`src/rtl/flash_op_sequencer.sv`:
```
// flash_op_sequencer
//   Turns one macro request into the SPI flash command sequence that implements it.
//   Codes A (sector erase) and C (page program) are preceded by WREN and followed
//   by RDSR polling until WIP clears. B (read ID), D (page read), E (read SR)
//   and F (read flag SR) issue a single command.
//
// Ports
//   clk, rst_n               clock, asynchronous active-low reset
//   macro_states[3:0]        request code (A..F accepted)
//   macro_states_valid       one-cycle request strobe
//   addr_reg[31:0]           flash byte address for the request
//   flash_macro_states_done  one-cycle completion pulse
//   busy                     operation in progress
//   timeout_err              sticky WIP-poll timeout flag
//   last_sr[7:0]             last status byte read
//   cmd_valid/cmd_ready      command handshake to the QSPI engine
//   cmd_opcode/cmd_addr/cmd_has_addr/cmd_len   command fields
//   cmd_done                 engine transaction-complete pulse
//   sr_data[7:0]             status byte, valid with cmd_done of a status read
//
// Configuration
//   FLASH_POLL_TIMEOUT_EN    when defined, POLL_MAX polls with WIP still set end
//                            the operation with timeout_err=1; otherwise polling
//                            never gives up and timeout_err is constant 0.

module flash_op_sequencer #(
  parameter logic [23:0] POLL_MAX = 24'd4_000_000
) (
  input  logic        clk,
  input  logic        rst_n,
  input  logic [3:0]  macro_states,
  input  logic        macro_states_valid,
  input  logic [31:0] addr_reg,
  output logic        flash_macro_states_done,
  output logic        busy,
  output logic        timeout_err,
  output logic [7:0]  last_sr,
  output logic        cmd_valid,
  input  logic        cmd_ready,
  output logic [7:0]  cmd_opcode,
  output logic [23:0] cmd_addr,
  output logic        cmd_has_addr,
  output logic [8:0]  cmd_len,
  input  logic        cmd_done,
  input  logic [7:0]  sr_data
);

  localparam logic [3:0] CODE_A = 4'hA;
  localparam logic [3:0] CODE_B = 4'hB;
  localparam logic [3:0] CODE_C = 4'hC;
  localparam logic [3:0] CODE_D = 4'hD;
  localparam logic [3:0] CODE_E = 4'hE;
  localparam logic [3:0] CODE_F = 4'hF;

  typedef enum logic [2:0] {
    IDLE, WREN, WREN_WT, OP, OP_WT, POLL, POLL_WT, DONE
  } state_t;

  state_t      state_reg, state_next;
  logic [3:0]  code_reg, code_next;
  logic [23:0] addr_lat_reg, addr_lat_next;
  logic [23:0] poll_cnt_reg, poll_cnt_next;
  logic [7:0]  last_sr_reg, last_sr_next;
  logic        timeout_next;

  // Codes A..F are exactly the upper six values of the 4-bit code space.
  logic req_ok;
  assign req_ok = macro_states_valid && (macro_states >= CODE_A);

  // Erase and program need write-enable first and WIP polling afterwards.
  logic needs_wren;
  assign needs_wren = (code_reg == CODE_A) || (code_reg == CODE_C);

  // Saturating increment: the counter sticks at all-ones instead of wrapping.
  logic [23:0] poll_cnt_inc;
  assign poll_cnt_inc = (poll_cnt_reg == 24'hFF_FFFF) ? poll_cnt_reg : poll_cnt_reg + 24'd1;

`ifdef FLASH_POLL_TIMEOUT_EN
  logic timeout_err_reg;
  assign timeout_err = timeout_err_reg;
`else
  assign timeout_err = 1'b0;
`endif

  always_ff @(posedge clk or negedge rst_n) begin
    if (!rst_n) begin
      state_reg       <= IDLE;
      code_reg        <= 4'd0;
      addr_lat_reg    <= 24'd0;
      poll_cnt_reg    <= 24'd0;
      last_sr_reg     <= 8'd0;
`ifdef FLASH_POLL_TIMEOUT_EN
      timeout_err_reg <= 1'b0;
`endif
    end else begin
      state_reg       <= state_next;
      code_reg        <= code_next;
      addr_lat_reg    <= addr_lat_next;
      poll_cnt_reg    <= poll_cnt_next;
      last_sr_reg     <= last_sr_next;
`ifdef FLASH_POLL_TIMEOUT_EN
      timeout_err_reg <= timeout_next;
`endif
    end
  end

  // Next-state and register updates.
  always_comb begin
    state_next    = state_reg;
    code_next     = code_reg;
    addr_lat_next = addr_lat_reg;
    poll_cnt_next = poll_cnt_reg;
    last_sr_next  = last_sr_reg;
`ifdef FLASH_POLL_TIMEOUT_EN
    timeout_next  = timeout_err_reg;
`else
    timeout_next  = 1'b0;
`endif

    case (state_reg)
      IDLE: begin
        if (req_ok) begin
          code_next     = macro_states;
          addr_lat_next = addr_reg[23:0];
          poll_cnt_next = 24'd0;
          timeout_next  = 1'b0;
          state_next    = ((macro_states == CODE_A) || (macro_states == CODE_C)) ? WREN : OP;
        end
      end
      WREN:    if (cmd_ready) state_next = WREN_WT;
      WREN_WT: if (cmd_done)  state_next = OP;
      OP:      if (cmd_ready) state_next = OP_WT;
      OP_WT: begin
        if (cmd_done) begin
          if ((code_reg == CODE_E) || (code_reg == CODE_F))
            last_sr_next = sr_data;
          state_next = needs_wren ? POLL : DONE;
        end
      end
      POLL:    if (cmd_ready) state_next = POLL_WT;
      POLL_WT: begin
        if (cmd_done) begin
          last_sr_next = sr_data;
          if (!sr_data[0]) begin
            state_next = DONE;
          end else begin
            poll_cnt_next = poll_cnt_inc;
            state_next    = POLL;
`ifdef FLASH_POLL_TIMEOUT_EN
            if (poll_cnt_inc >= POLL_MAX) begin
              timeout_next = 1'b1;
              state_next   = DONE;
            end
`endif
          end
        end
      end
      DONE:    state_next = IDLE;
      default: state_next = IDLE;
    endcase
  end

  // Command fields are a pure function of state and the latched request, so
  // they cannot change while cmd_valid waits for cmd_ready.
  always_comb begin
    cmd_valid    = 1'b0;
    cmd_opcode   = 8'h00;
    cmd_addr     = 24'd0;
    cmd_has_addr = 1'b0;
    cmd_len      = 9'd0;
    case (state_reg)
      WREN: begin
        cmd_valid  = 1'b1;
        cmd_opcode = 8'h06;
      end
      OP: begin
        cmd_valid = 1'b1;
        case (code_reg)
          CODE_A: begin
            cmd_opcode   = 8'h20;
            cmd_addr     = {addr_lat_reg[23:12], 12'h000};
            cmd_has_addr = 1'b1;
          end
          CODE_B: begin
            cmd_opcode = 8'h9F;
            cmd_len    = 9'd3;
          end
          CODE_C: begin
            cmd_opcode   = 8'h02;
            cmd_addr     = {addr_lat_reg[23:8], 8'h00};
            cmd_has_addr = 1'b1;
            cmd_len      = 9'd256;
          end
          CODE_D: begin
            cmd_opcode   = 8'h03;
            cmd_addr     = addr_lat_reg;
            cmd_has_addr = 1'b1;
            cmd_len      = 9'd256;
          end
          CODE_E: begin
            cmd_opcode = 8'h05;
            cmd_len    = 9'd1;
          end
          CODE_F: begin
            cmd_opcode = 8'h70;
            cmd_len    = 9'd1;
          end
          default: cmd_valid = 1'b0;
        endcase
      end
      POLL: begin
        cmd_valid  = 1'b1;
        cmd_opcode = 8'h05;
        cmd_len    = 9'd1;
      end
      default: ;
    endcase
  end

  assign busy                    = (state_reg != IDLE);
  assign flash_macro_states_done = (state_reg == DONE);
  assign last_sr                 = last_sr_reg;

endmodule

```
`config.mk`:
```
export PLATFORM = sky130hd
export DESIGN_NAME = flash_op_sequencer
export DESIGN_NICKNAME = d
export VERILOG_FILES = /design/src/rtl/flash_op_sequencer.sv
export SDC_FILE = /design/constraint.sdc
export NUM_CORES = 1
export LEC_CHECK = 0
export BUFFER_PORTS_ARGS = -buffer_cell sky130_fd_sc_hd__buf_2
export CAP_MARGIN = 15
export CELL_PAD_IN_SITES_DETAIL_PLACEMENT = 0
export CELL_PAD_IN_SITES_GLOBAL_PLACEMENT = 1
export CORE_ASPECT_RATIO = 2
export CORE_MARGIN = 4
export CORE_UTILIZATION = 36
export CTS_CLUSTER_DIAMETER = 50
export DETAILED_ROUTE_END_ITERATION = 8
export PLACE_DENSITY_LB_ADDON = 0.1
export SLEW_MARGIN = 10
export SYNTH_ARGS = -nofsm -noshare
export SYNTH_HDL_FRONTEND = slang
export SYNTH_SLANG_ARGS = --single-unit
```
`constraint.sdc`:
```
create_clock -name clk -period 4.3 [get_ports clk]
set_clock_uncertainty 0.1 [all_clocks]
set_input_delay 0.645 -clock clk [delete_from_list [all_inputs] [get_ports clk]]
set_output_delay 0.645 -clock clk [all_outputs]
set_load 0.01 [all_outputs]
```
# Yosys cells after proc, flatten, opt, wreduce, memory -nomap -nowiden
# Cells that the tools add are included.
# Widths: inputs -> output; s select.
# word_totals
reg_bits	39
in_bits	49
output_inout_bits	54
elab_cells	68
# op_classes
magnitude_cmp	1
n_eq_ne	23
mux	25
reduce_logical	15
# ops
operator	count
$pmux 24 s3	1
$pmux 8 s6	1
$eq 4x4->1 const B	8
$pmux 9 s3	1
$mux 24	1
$mux 8	3
$pmux 3 s8	1
$pmux 8 s3	1
$mux 3	7
$pmux 9 s2	1
$ne 2x2->1 const B	8
$pmux 8 s2	1
$eq 3x3->1 const B	4
$reduce_and 7->1	1
$eq 3x2->1 const B	2
$mux 2	3
$reduce_or 2->1	3
$reduce_or 6->1	1
$ge 4x4->1 const B	1
$reduce_and 4->1	1
$eq 3x1->1 const B	1
$logic_not 3->1	1
$logic_or 1x1->1	3
$mux 1	3
other kinds (6)	6

# Longest topological paths before layout
# depth
ltp_word	5
mapped_depth	5
ltp_nobuf	3

# Least setup slack after synthesis
# Ideal clock, no wire load.
# synth_timing
kind	reg2out
startpoint	reg code_reg[0]
endpoint	out cmd_addr[14]
t_arrival_ns	1.499
t_required_ns	3.555
path_slack_ns	2.056
path_stages_with_launch	6
path_buffers	2
cell_sequence	dfrtp_1 -> buf_2 -> or3b_2 -> a21oi_1 -> buf_2 -> and2_1
# synth_between
elab_chain_len	3
word_cells_on_any_way	5
classes_between	3 x eq/ne; 2 x mux
# synth_rtl
item	line	text
start, declared	60	logic [3:0] code_reg, code_next;
start signal, assigned	97	code_reg <= code_next;
$eq 4x4->1	178	case (code_reg)
$pmux 24 s3 *	178	
$mux 24 *	171	case (state_reg)
end, declared	41	output logic [23:0] cmd_addr,
# Every way passes the cells marked *; elsewhere a longest branch is shown, timed or not.

# Final worst setup path
# layout_timing
startpoint	reg state_reg[1]
endpoint	out cmd_addr[20]
# layout_between
elab_chain_len	2
# layout_rtl
item	line	text
start, declared	59	state_t state_reg, state_next;
start signal, assigned	96	state_reg <= state_next;
$eq 3x2->1	171	
$mux 24	171	
# Every way passes these cells.

==> results.ini <==
[clock_tree]
clock_tree_from_tritoncts = yes
cts.sinks = 39
cts_hold_buf = 0
max-clock-path-buffers = 2
cts-buffers-inserted = 5
post_cts_resized = 0
clock_tree.root_cell = clkbuf_8
clock_pin_slew_worst_setup_and_hold_paths_ns = 0.07
clock_insertion_delay_worst_skew_ns = 0.28
cts.htree.levels = 2
cts.repair_timing.setup_buffer_count = 0

[drt]
routed-via-count = 1532
detailedRoute.firstIterationViolations = 26
total_wirelength_of_the_detailed_routed_design_um = 4750
route.detailed.wl_per_inst_um = 15.0
detailedRoute.firstPassIterationCount = 4
avgViaCountPerCell = 4.83
detail_route.drc_violations = 0
antenna_left = 0

[yosys]
syn-instance-count = 177
synth_seq_cells = 39
post_synth.cell_area_avg_um2 = 11.4
synthesis.area_um2 = 2010
synth_seq_area_share = 0.485
yosys.cell_types.count = 36
ys_warnings = 0

[setup_path]
setup.worst_path.end_class = output pin
reg2reg_end = addr_lat_reg[4]$_DFFE_PN0P_
worstPathMaxFanout = 16
worst_ep_arrival_time_ns = 2.43
setup.worst_path.class = flip-flop to output pin
reg2reg_depth = 3
reg2reg_slack_ns = 2.27
start_kind = flip-flop
r2r_path_start = state_reg[1]$_DFFE_PN0P_
critical_path_required_ns = 3.56

[grt]
grt_antenna_before_repair = 0
grt.overflow.total = 0
grt_pass1_wl_um = 7580
maximum_number_of_pins_on_one_net_before_global_route_repair = 40
first_global_vias = 1618
grtUsageTotal = 0.145

[floorplanning]
initial_core_util = 0.371
design.portCount = 103
die-width_um = 60.9
die-area_um2 = 6920
fp.coreArea_um2 = 5420
dieHeight_um = 114
row_count = 38

[outcome]
status = completed

[place]
io_buffer_count = 87
place_congestion = 0.759
place.detailed.hpwl_um = 3580
preCtsSetupSlack_ns = 1.39

[power]
power.switching_mw = 0.554
p_sw_frac = 0.369
seq_power_share = 0.471
power_leakage_nw = 1.32
irDropWorstVdd_mv = 0.337
internal-power_mw = 0.948
p_per_area_nw_per_um2 = 601
combPwrFrac = 0.378
pwr-share-clk = 0.152

[flow_run]
max-cap-violations = 0

[sta]
final.setup.tns_ns = 0
slew_headroom = 0.412
maxClockFrequency_mhz = 315
rsz_0062_raised_after_global_routing = no
worst_hold_slack_ns = 0.376
max_slew.worst_pin.slew_ns = 0.882
report.final.hold_viol_count = 0
setup_slack_ns = 1.13
shortest_clock_period_the_worst_path_allows_after_layout_ns = 3.17
finalSetupViolations = 0
timing_max_transition_violations_final = 0
post-route-period-util = 0.737

[cells_and_area]
largest_register_ff_count = 24
multi_input_comb_area_um2 = 926
utilization = 0.461
drive_above_1_share = 0.432
mostFrequentLayoutCell = buf_2
register_area_um2 = 976
nNetsFinal = 307
antenna-diode-count = 0
num-fill-cells = 563
area_delta_synth_final_pct = 24.3
layout_common_cells = 87 x buf_2, 39 x dfrtp_1, 24 x mux2_1

[hold_path]
min-delay-path-class = primary input to asynchronous set/reset pin

## routing by layer
layer  GRT usage  routed length [um]  up-vias
met4      0.0449                  54        0
met1       0.162                1790      730
met3      0.0408                 300        4
met5           0                   0        -
li1            -                   -      749
met2       0.254                2610       49
## area by class of cell
class / count / area share
Timing Repair Buffer: 87 / 0.174
Tap cell: 60 / 0.0300
Multi-Input combinational cell: 122 / 0.370
Inverter: 3 / 0.00450
Sequential cell: 39 / 0.390
Clock buffer: 5 / 0.0275
Clock inverter: 1 / 0.00300
## per-stage QoR
stage / cell area [um^2] / std cells / power [mW]
after CTS: 2500 / 317 / 1.53
after detailed placement: 2420 / 311 / 1.29
after global routing: 2500 / 317 / 1.63
after floorplan: 2030 / 183 / 1.10
after global placement: 2420 / 311 / 1.28
final: 2500 / 317 / 1.50
## cells in the mapped netlist
cell,number,area share
dfrtp_1,39,0.49
mux2_1,24,0.13
and2_1,17,0.053
mux2_2,11,0.062
a21oi_1,8,0.020
and3_1,8,0.025
buf_4,8,0.030
nand2_1,7,0.013
nor2_1,7,0.013
clkbuf_1,5,0.0093
buf_2,4,0.010
inv_1,3,0.0056
nor2b_1,3,0.0093
nor3_1,3,0.0075
o21ai_0,3,0.0075
xor2_1,3,0.013
buf_6,2,0.011
nand2b_1,2,0.0062
nand3_1,2,0.0050
o221a_2,2,0.011
a211oi_1,1,0.0037
a311oi_1,1,0.0044
a31o_2,1,0.0044
a31oi_1,1,0.0031
and3b_1,1,0.0044
conb_1,1,0.0019
nand4b_1,1,0.0044
nor2_8,1,0.010
nor3_2,1,0.0050
o2111ai_1,1,0.0044
o211ai_1,1,0.0037
o22ai_1,1,0.0031
or2_1,1,0.0031
or3_4,1,0.0056
or3b_2,1,0.0044
xnor2_1,1,0.0044
## worst max path at each step
stage	startpoint	to	cells past startpoint
finish	state_reg[1]$_DFFE_PN0P_	cmd_addr[20]	4
global route	state_reg[1]$_DFFE_PN0P_	cmd_addr[20]	4
CTS	state_reg[1]$_DFFE_PN0P_	cmd_addr[20]	4
detailed placement	state_reg[1]$_DFFE_PN0P_	cmd_addr[20]	4
global placement	state_reg[1]$_DFFE_PN0P_	cmd_addr[20]	4
floorplan	code_reg[0]$_DFFE_PN0P_	cmd_addr[14]	5
## power by group through the flow
stage	sequential, mW	clock, mW	combinational (mW)
after floorplan	0.636	0	0.463
after global placement	0.712	0	0.571
after detailed placement	0.716	0	0.578
after CTS	0.708	0.240	0.581
after global routing	0.739	0.253	0.639
final	0.707	0.228	0.567
## cells by family (layout without fill, tap and decap cells)
kind of cell | count (synthesis) | in the layout | share of synthesized area
other | 1 | 7 | 0.00186
buffers and inverters | 22 | 96 | 0.0659
DFF | 39 | 39 | 0.485
xor gates and xnor gates | 4 | 4 | 0.0174
and+or+nand+nor | 56 | 56 | 0.169
muxes | 35 | 35 | 0.196
AOI/OAI and AO/OA | 20 | 20 | 0.0653
## critical path, stage by stage, from the launching register on
cell and delay [ns]:
dfrtp_1 0.64, nand4b_1 0.37, a21oi_1 0.77, and2_1 0.23, buf_2 0.13
Power figures use the tool's default switching activity.
